File: config.mk
export PLATFORM = sky130hd
export DESIGN_NAME = fetch_unit
export DESIGN_NICKNAME = d
export VERILOG_FILES = /design/src/rtl/fetch_unit.sv
export SDC_FILE = /design/constraint.sdc
export NUM_CORES = 1
export LEC_CHECK = 0
export CORE_UTILIZATION = 35
export DETAILED_ROUTE_END_ITERATION = 8
export HOLD_SLACK_MARGIN = 0.08
export PLACE_DENSITY = 0.72
export SLEW_MARGIN = 20
export SYNTH_ARGS = -nofsm -noshare
export SYNTH_HDL_FRONTEND = slang
export SYNTH_SLANG_ARGS = --single-unit
export TNS_END_PERCENT = 10
File: constraint.sdc
create_clock -name clk -period 2.21 [get_ports clk]
set_input_delay 0.221 -clock clk [delete_from_list [all_inputs] [get_ports clk]]
set_output_delay 0.221 -clock clk [all_outputs]
set_load 0.1 [all_outputs]
File: src/rtl/fetch_unit.sv
// -----------------------------------------------------------------------------
// fetch_unit
//
// Instruction fetch stage of the 16-bit CPU core. Holds the program counter,
// drives the fetch and prefetch line addresses to the two-bank instruction
// cache, and assembles the opcode word (ir_out) and the 16-bit immediate word
// (k16_out) from the data the cache returns one cycle later.
//
// Configuration macro:
//   FETCH_UNALIGNED_EN  defined   -> an instruction may start on the odd word
//                                    of a line; its immediate then comes from
//                                    bank A of the next line (prefetch_opc).
//                       undefined -> every capture is treated as line-aligned;
//                                    prefetch_opc is unused. prefetch_out is
//                                    still driven.
//
// Parameters:
//   RESET_PC      PC value loaded on reset (bit 0 is forced to 0).
//
// Ports:
//   clk           rising-edge clock
//   a_rst         asynchronous active-low reset
//   fetch_opc     bank A (even) word of the line at pc_out, 1-cycle latency
//   fetch_arg     bank B (odd) word of the line at pc_out, 1-cycle latency
//   prefetch_opc  bank A word of the line at prefetch_out, 1-cycle latency
//   hold          stall: freeze all state
//   pc_w          load PC from pc_alu (branch/jump), drops ir_valid
//   pc_alu        branch target byte address (bit 0 ignored)
//   pc_inc        PC += 2
//   pc_i2         PC += 4 (wins over pc_inc)
//   pc_inv        next IR capture is marked not valid
//   pc_out        current PC, byte address
//   prefetch_out  next line address {pc_out[15:2]+1, 2'b00}
//   ir_out        captured opcode word
//   k16_out       captured immediate word
//   ir_valid      ir_out/k16_out hold a valid instruction
// -----------------------------------------------------------------------------
module fetch_unit #(
  parameter logic [15:0] RESET_PC = 16'h0000
) (
  input  logic        clk,
  input  logic        a_rst,
  input  logic [15:0] fetch_opc,
  input  logic [15:0] fetch_arg,
  input  logic [15:0] prefetch_opc,
  input  logic        hold,
  input  logic        pc_w,
  input  logic [15:0] pc_alu,
  input  logic        pc_inc,
  input  logic        pc_i2,
  input  logic        pc_inv,
  output logic [15:0] pc_out,
  output logic [15:0] prefetch_out,
  output logic [15:0] ir_out,
  output logic [15:0] k16_out,
  output logic        ir_valid
);

  localparam logic [15:0] RESET_PC_EVEN = {RESET_PC[15:1], 1'b0};

  logic [15:0] pc_q;
  logic [15:0] pc_d;
  logic        req_q;
  logic        align_q;
  logic [15:0] ir_d;
  logic [15:0] k16_d;
  logic        ir_valid_d;

  // ---------------------------------------------------------------------------
  // Next-PC selection. hold has top priority, then redirect, then the two
  // sequential increments. Arithmetic wraps naturally at 16 bits.
  // ---------------------------------------------------------------------------
  // NOTE: every signal assigned in always_comb gets a default first so no
  // path leaves it unassigned and no latch is inferred.
  always_comb begin
    pc_d = pc_q;
    if (!hold) begin
      if (pc_w) begin
        pc_d = {pc_alu[15:1], 1'b0};
      end else if (pc_i2) begin
        pc_d = pc_q + 16'd4;
      end else if (pc_inc) begin
        pc_d = pc_q + 16'd2;
      end
    end
  end

  assign pc_out       = pc_q;
  assign prefetch_out = {pc_q[15:2] + 14'd1, 2'b00};

  // ---------------------------------------------------------------------------
  // Capture mux. align_q remembers which half of the line the PC pointed at
  // when the address went out, so it lines up with the returning data.
  // An odd-word start takes its opcode from bank B and its immediate from
  // bank A of the following line.
  // ---------------------------------------------------------------------------
  always_comb begin
    ir_d  = fetch_opc;
    k16_d = fetch_arg;
`ifdef FETCH_UNALIGNED_EN
    if (align_q) begin
      ir_d  = fetch_arg;
      k16_d = prefetch_opc;
    end
`endif
  end

  // A redirect or invalidate kills the capture at this edge and, through
  // req_q, the one after it: the data for the new PC arrives one edge later.
  assign ir_valid_d = req_q & ~pc_w & ~pc_inv;

  // ---------------------------------------------------------------------------
  // State registers. All state freezes while hold is high.
  // ---------------------------------------------------------------------------
  // NOTE: sequential state uses non-blocking assignments so every register
  // samples the pre-edge value of every other register.
  always_ff @(posedge clk or negedge a_rst) begin
    if (!a_rst) begin
      pc_q     <= RESET_PC_EVEN;
      req_q    <= 1'b0;
      ir_out   <= 16'h0000;
      k16_out  <= 16'h0000;
      ir_valid <= 1'b0;
    end else if (!hold) begin
      pc_q     <= pc_d;
      req_q    <= ~pc_w & ~pc_inv;
      ir_out   <= ir_d;
      k16_out  <= k16_d;
      ir_valid <= ir_valid_d;
    end
  end

`ifdef FETCH_UNALIGNED_EN
  always_ff @(posedge clk or negedge a_rst) begin
    if (!a_rst) begin
      align_q <= 1'b0;
    end else if (!hold) begin
      align_q <= pc_q[1];
    end
  end

  logic unused_pc_alu_lsb;
  assign unused_pc_alu_lsb = pc_alu[0];
`else
  // Without unaligned support every capture uses the aligned path.
  assign align_q = 1'b0;

  logic unused_inputs;
  assign unused_inputs = ^{prefetch_opc, pc_alu[0], align_q};
`endif

endmodule

* Word-level counts from Yosys, hierarchy flattened *
Index checks and enable logic that the tools add are counted.

word-level totals
  bits in registers = 50
  word-level logic and storage cells = 19

operators by class
  add/sub/neg operators = 3
  muxes and demuxes = 3
  bitwise logic cells = 6
  reductions and logical operators = 2

operators by type and width
  operator               number
  $mux 16                3
  $add 16x2->16 const B  1
  $add 16x3->16 const B  1
  $add 14x1->14 const B  1
  $and 1x1->1            3
  $not 1->1              3
  $reduce_bool 3->1      1
  $reduce_and 2->1       1

* Logic depth before layout (Yosys ltp) *
  depth after elaboration = 4
  gate-level depth with buffers = 6
  mapped depth without buffers = 5

* Least setup slack after synthesis *
OpenSTA, ideal clock, no wires.

  path type = register -> output
  start = register pc_q[3] (netlist: pc_out[3])
  end = output port prefetch_out[12]
  arrival time = 3432 ps
  setup slack = -1443 ps
  stages on the path, launching flop included = 6
  path through = dfrtp_1 > ha_1 > and4_1 > buf_2 > nand3_1 > xnor2_1

on the way
  longest elaborated chain between the ends = 1

RTL lines
  item                      line  text
  start: declaration        61    logic [15:0] pc_q;
  start signal: assignment  125   pc_q <= pc_d;
  $add 14x1->14             89    assign prefetch_out = {pc_q[15:2] + 14'd1, 2'b00};
  end: declaration          53    output logic [15:0] prefetch_out,

Every way passes these cells.

* Worst setup path in the final report *
  start = register pc_q[2] (netlist: pc_out[2])
  end = output port prefetch_out[12]

Same word-level chain as after synthesis.

==> impl_metrics.json <==
{
  "endpoint_kind": "output port",
  "drv_cap": 0,
  "reg2reg_depth": 5,
  "crit_buf_inv": 1,
  "viasPerCell": 5.12,
  "cts_max_level": 2,
  "die_w_um": 88.9,
  "die_y_um": 88.9,
  "crit_family": "simple AND/OR/NAND/NOR gates",
  "cts.sinks": 49,
  "antenna_found_initial": 0,
  "p_per_area_mw_per_mm2": 965,
  "fin_crit_sh": 0.964,
  "dpl.hpwl_mm": 5.33,
  "final_common_cell": "buf_4",
  "num_rows": 31,
  "rsz0062_at_grt": "no",
  "required_ns": 1.99,
  "sw_frac_of_total": 0.508,
  "p_sw_mw": 2.08,
  "fp.dieArea_mm2": 0.00790,
  "wl_per_cell_um": 15.2,
  "synth_seq_area_share": 0.464,
  "path_clk_slew_ns": 0.09,
  "status": "complete, no violations",
  "dpl_cell_area_mm2": 0.00411,
  "synth-compound-area-share": 0.125,
  "syn-cell-area_mm2": 0.00264,
  "crit_chain": "ha_4 -> and4_4 -> nand3_1 -> xnor2_4 -> buf_12",
  "critPathKind": "reg2out",
  "clock_path_buffers": 2,
  "ys_ff_latch": 49,
  "p_leak_nw": 1.75,
  "slowest_delay_ns": 0.49,
  "fin_area_mm2": 0.00424,
  "layout_common_cells": "buf_4 (62), clkdlybuf4s50_1 (51), dfrtp_1 (37)",
  "hp-class": "in2async",
  "period_minus_slack_ns": 2.13,
  "io_buffers": 115,
  "power.internal_mw": 2.01,
  "grt_max_degree": 35,
  "grt_pass1_vias": 2313,
  "n_antenna_cell": 0,
  "p_clk_frac": 0.159,
  "drive_gt1_frac": 0.449,
  "cp_num_cells": 5,
  "ctsRootBufferMaster": "clkbuf_8",
  "cts_tree": "built",
  "clock.fmax_ghz": 0.469,
  "worstPathMaxFanout": 8,
  "synth_cell_types": 52,
  "dr.pass1.iters": 4,
  "gr-total-overflow": 0,
  "drt-total-wl_mm": 6.91,
  "avgSynthCellArea_um2": 11.0,
  "power_mw": 4.09,
  "core_area_mm2": 0.00729,
  "fillers": 655,
  "crit_arrival_ns": 1.91,
  "synth_ff_type": "dfrtp_1",
  "antenna_left": 0,
  "cts_made_buffers": 5,
  "vias": 2330,
  "synth_mux_area_frac": 0.160,
  "synth-edff-count": 0,
  "dr.first_iter.drc_count": 76,
  "drc": 0,
  "clock_latency_ns": 0.30,
  "combPwrFrac": 0.554,
  "fin_skew_ns": 0.00547,
  "syn_to_final_growth_pct": 60.3,
  "async_flop_share": 1.00,
  "gp_congestion": 0.832,
  "start_util": 0.363,
  "track_usage": 0.179,
  "synth_warnings": 0,
  "p_seq_frac": 0.287,
  "synth_top_family_by_area": "multiplexers",
  "nNetsFinal": 428,
  "maxSlewViolCount": 0,
  "synth-simple-area-share": 0.136,
  "synth_cells": 241,
  "synth-xor-area-share": 0.0398,
  "report.final.hold_viol_count": 0,
  "cpMaxStageDelayCell": "dfrtp_4",
  "setup_viol": 0,
  "ios": 136,
  "synthAdderAreaFrac": 0.00947,
  "start_kind": "flip-flop",
  "grt_pass1_wl_mm": 10.8,
  "vdd_drop_max_mv": 0.428
}
-- worst paths after layout --
| kind | startpoint | slack, ns | to |
|---|---|---|---|
| worst max-delay path | pc_out[2]$_DFFE_PN0P_ | 0.08 | prefetch_out[12] |
| worst max register to register | pc_out[1]$_DFFE_PN0P_ | 0.34 | pc_out[15]$_DFFE_PN0P_ |
| worst min-delay path | a_rst | 0.30 | pc_out[4]$_DFFE_PN0P_ |
| min in group clk | hold | 0.35 | pc_out[9]$_DFFE_PN0P_ |
| max in group asynchronous | a_rst | 1.35 | ir_out[3]$_DFFE_PN0N_ |
| worst min register to register | ir_out[2]$_DFFE_PN0N_ | 0.51 | ir_out[2]$_DFFE_PN0N_ |
-- cells in the mapped netlist, types with 2 or more instances --
cell,instances,area share
nand4_1,5,0.012
buf_2,9,0.017
mux2i_1,3,0.011
mux2_2,35,0.15
o22ai_1,5,0.012
o21ai_0,9,0.017
ha_1,2,0.0095
buf_6,2,0.0085
a41o_1,2,0.0076
inv_1,7,0.0099
nor4_1,2,0.0047
xnor2_1,8,0.027
a211oi_1,2,0.0057
nor3_1,3,0.0057
dfrtp_1,49,0.46
xor2_1,4,0.013
nand3_2,2,0.0076
buf_4,9,0.026
nand3_1,6,0.011
a2bb2oi_1,2,0.0066
clkbuf_1,2,0.0028
nand2_1,12,0.017
nor3_2,2,0.0076
or2_2,2,0.0047
a21oi_1,12,0.023
and4_1,2,0.0066
o32ai_1,3,0.0099
nor2_1,16,0.023
-- per-stage QoR --
stage	worst slack [ns]	utilization	TNS (ns)	hold slack, ns	std cells
after floorplan	-0.0726	-	-0.280	-0.0746	243
after global routing	0.00703	0.581	0	0.302	455
after CTS	0.00106	0.581	0	0.287	455
final	0.0801	0.581	0	0.297	455
after detailed placement	0.251	0.563	0	0.0697	446
after global placement	0.279	0.563	0	0.0706	446
-- registers in the layout, indices dropped and copies added (netlist names) --
register and flops:
pc_out 15, req_q 1, ir_valid 1, k16_out 16, ir_out 16
-- logic make-up (layout without fill, tap and decap cells) --
group | Yosys count | after routing
and+or+nand+nor | 62 | 62
DFF | 49 | 49
AOI/OAI and AO/OA | 48 | 48
muxes | 38 | 38
buffers and inverters | 29 | 142
xor gates and xnor gates | 12 | 12
adders and majority gates | 2 | 2
other | 1 | 3
-- power by group through the flow --
stage	combinational, mW	clock [mW]	sequential [mW]
floorplan	0.959	0	1.93
global placement	2.25	0	1.18
detailed placement	2.27	0	1.19
CTS	2.27	0.671	1.17
global route	2.35	0.707	1.19
finish	2.27	0.651	1.17
-- routing by layer --
metal	part of all wire	track usage	wire length, um
met5	0	0	0
met4	0.017	0.0689	119
met3	0.070	0.0499	485
met2	0.51	0.315	3540
met1	0.40	0.206	2770
-- repair_timing --
| action | CTS | global route |
|---|---|---|
| hold buffers | 1 | 0 |
| gates resized for setup | 4 | 3 |
| endpoints found under the setup margin | 5 | 2 |
| endpoints found under the hold margin | 49 | 0 |
| setup buffers | 0 | 0 |
-- area by class of cell --
type	count	area, um^2	share of cell area
Timing Repair Buffer	127	1220	0.287
Clock inverter	2	38.8	0.00915
Sequential cell	49	1260	0.298
Inverter	7	26.3	0.00620
Multi-Input combinational cell	165	1500	0.354
Clock buffer	6	72.6	0.0171
Tap cell	99	124	0.0292
(Power assumes the default switching activity.)
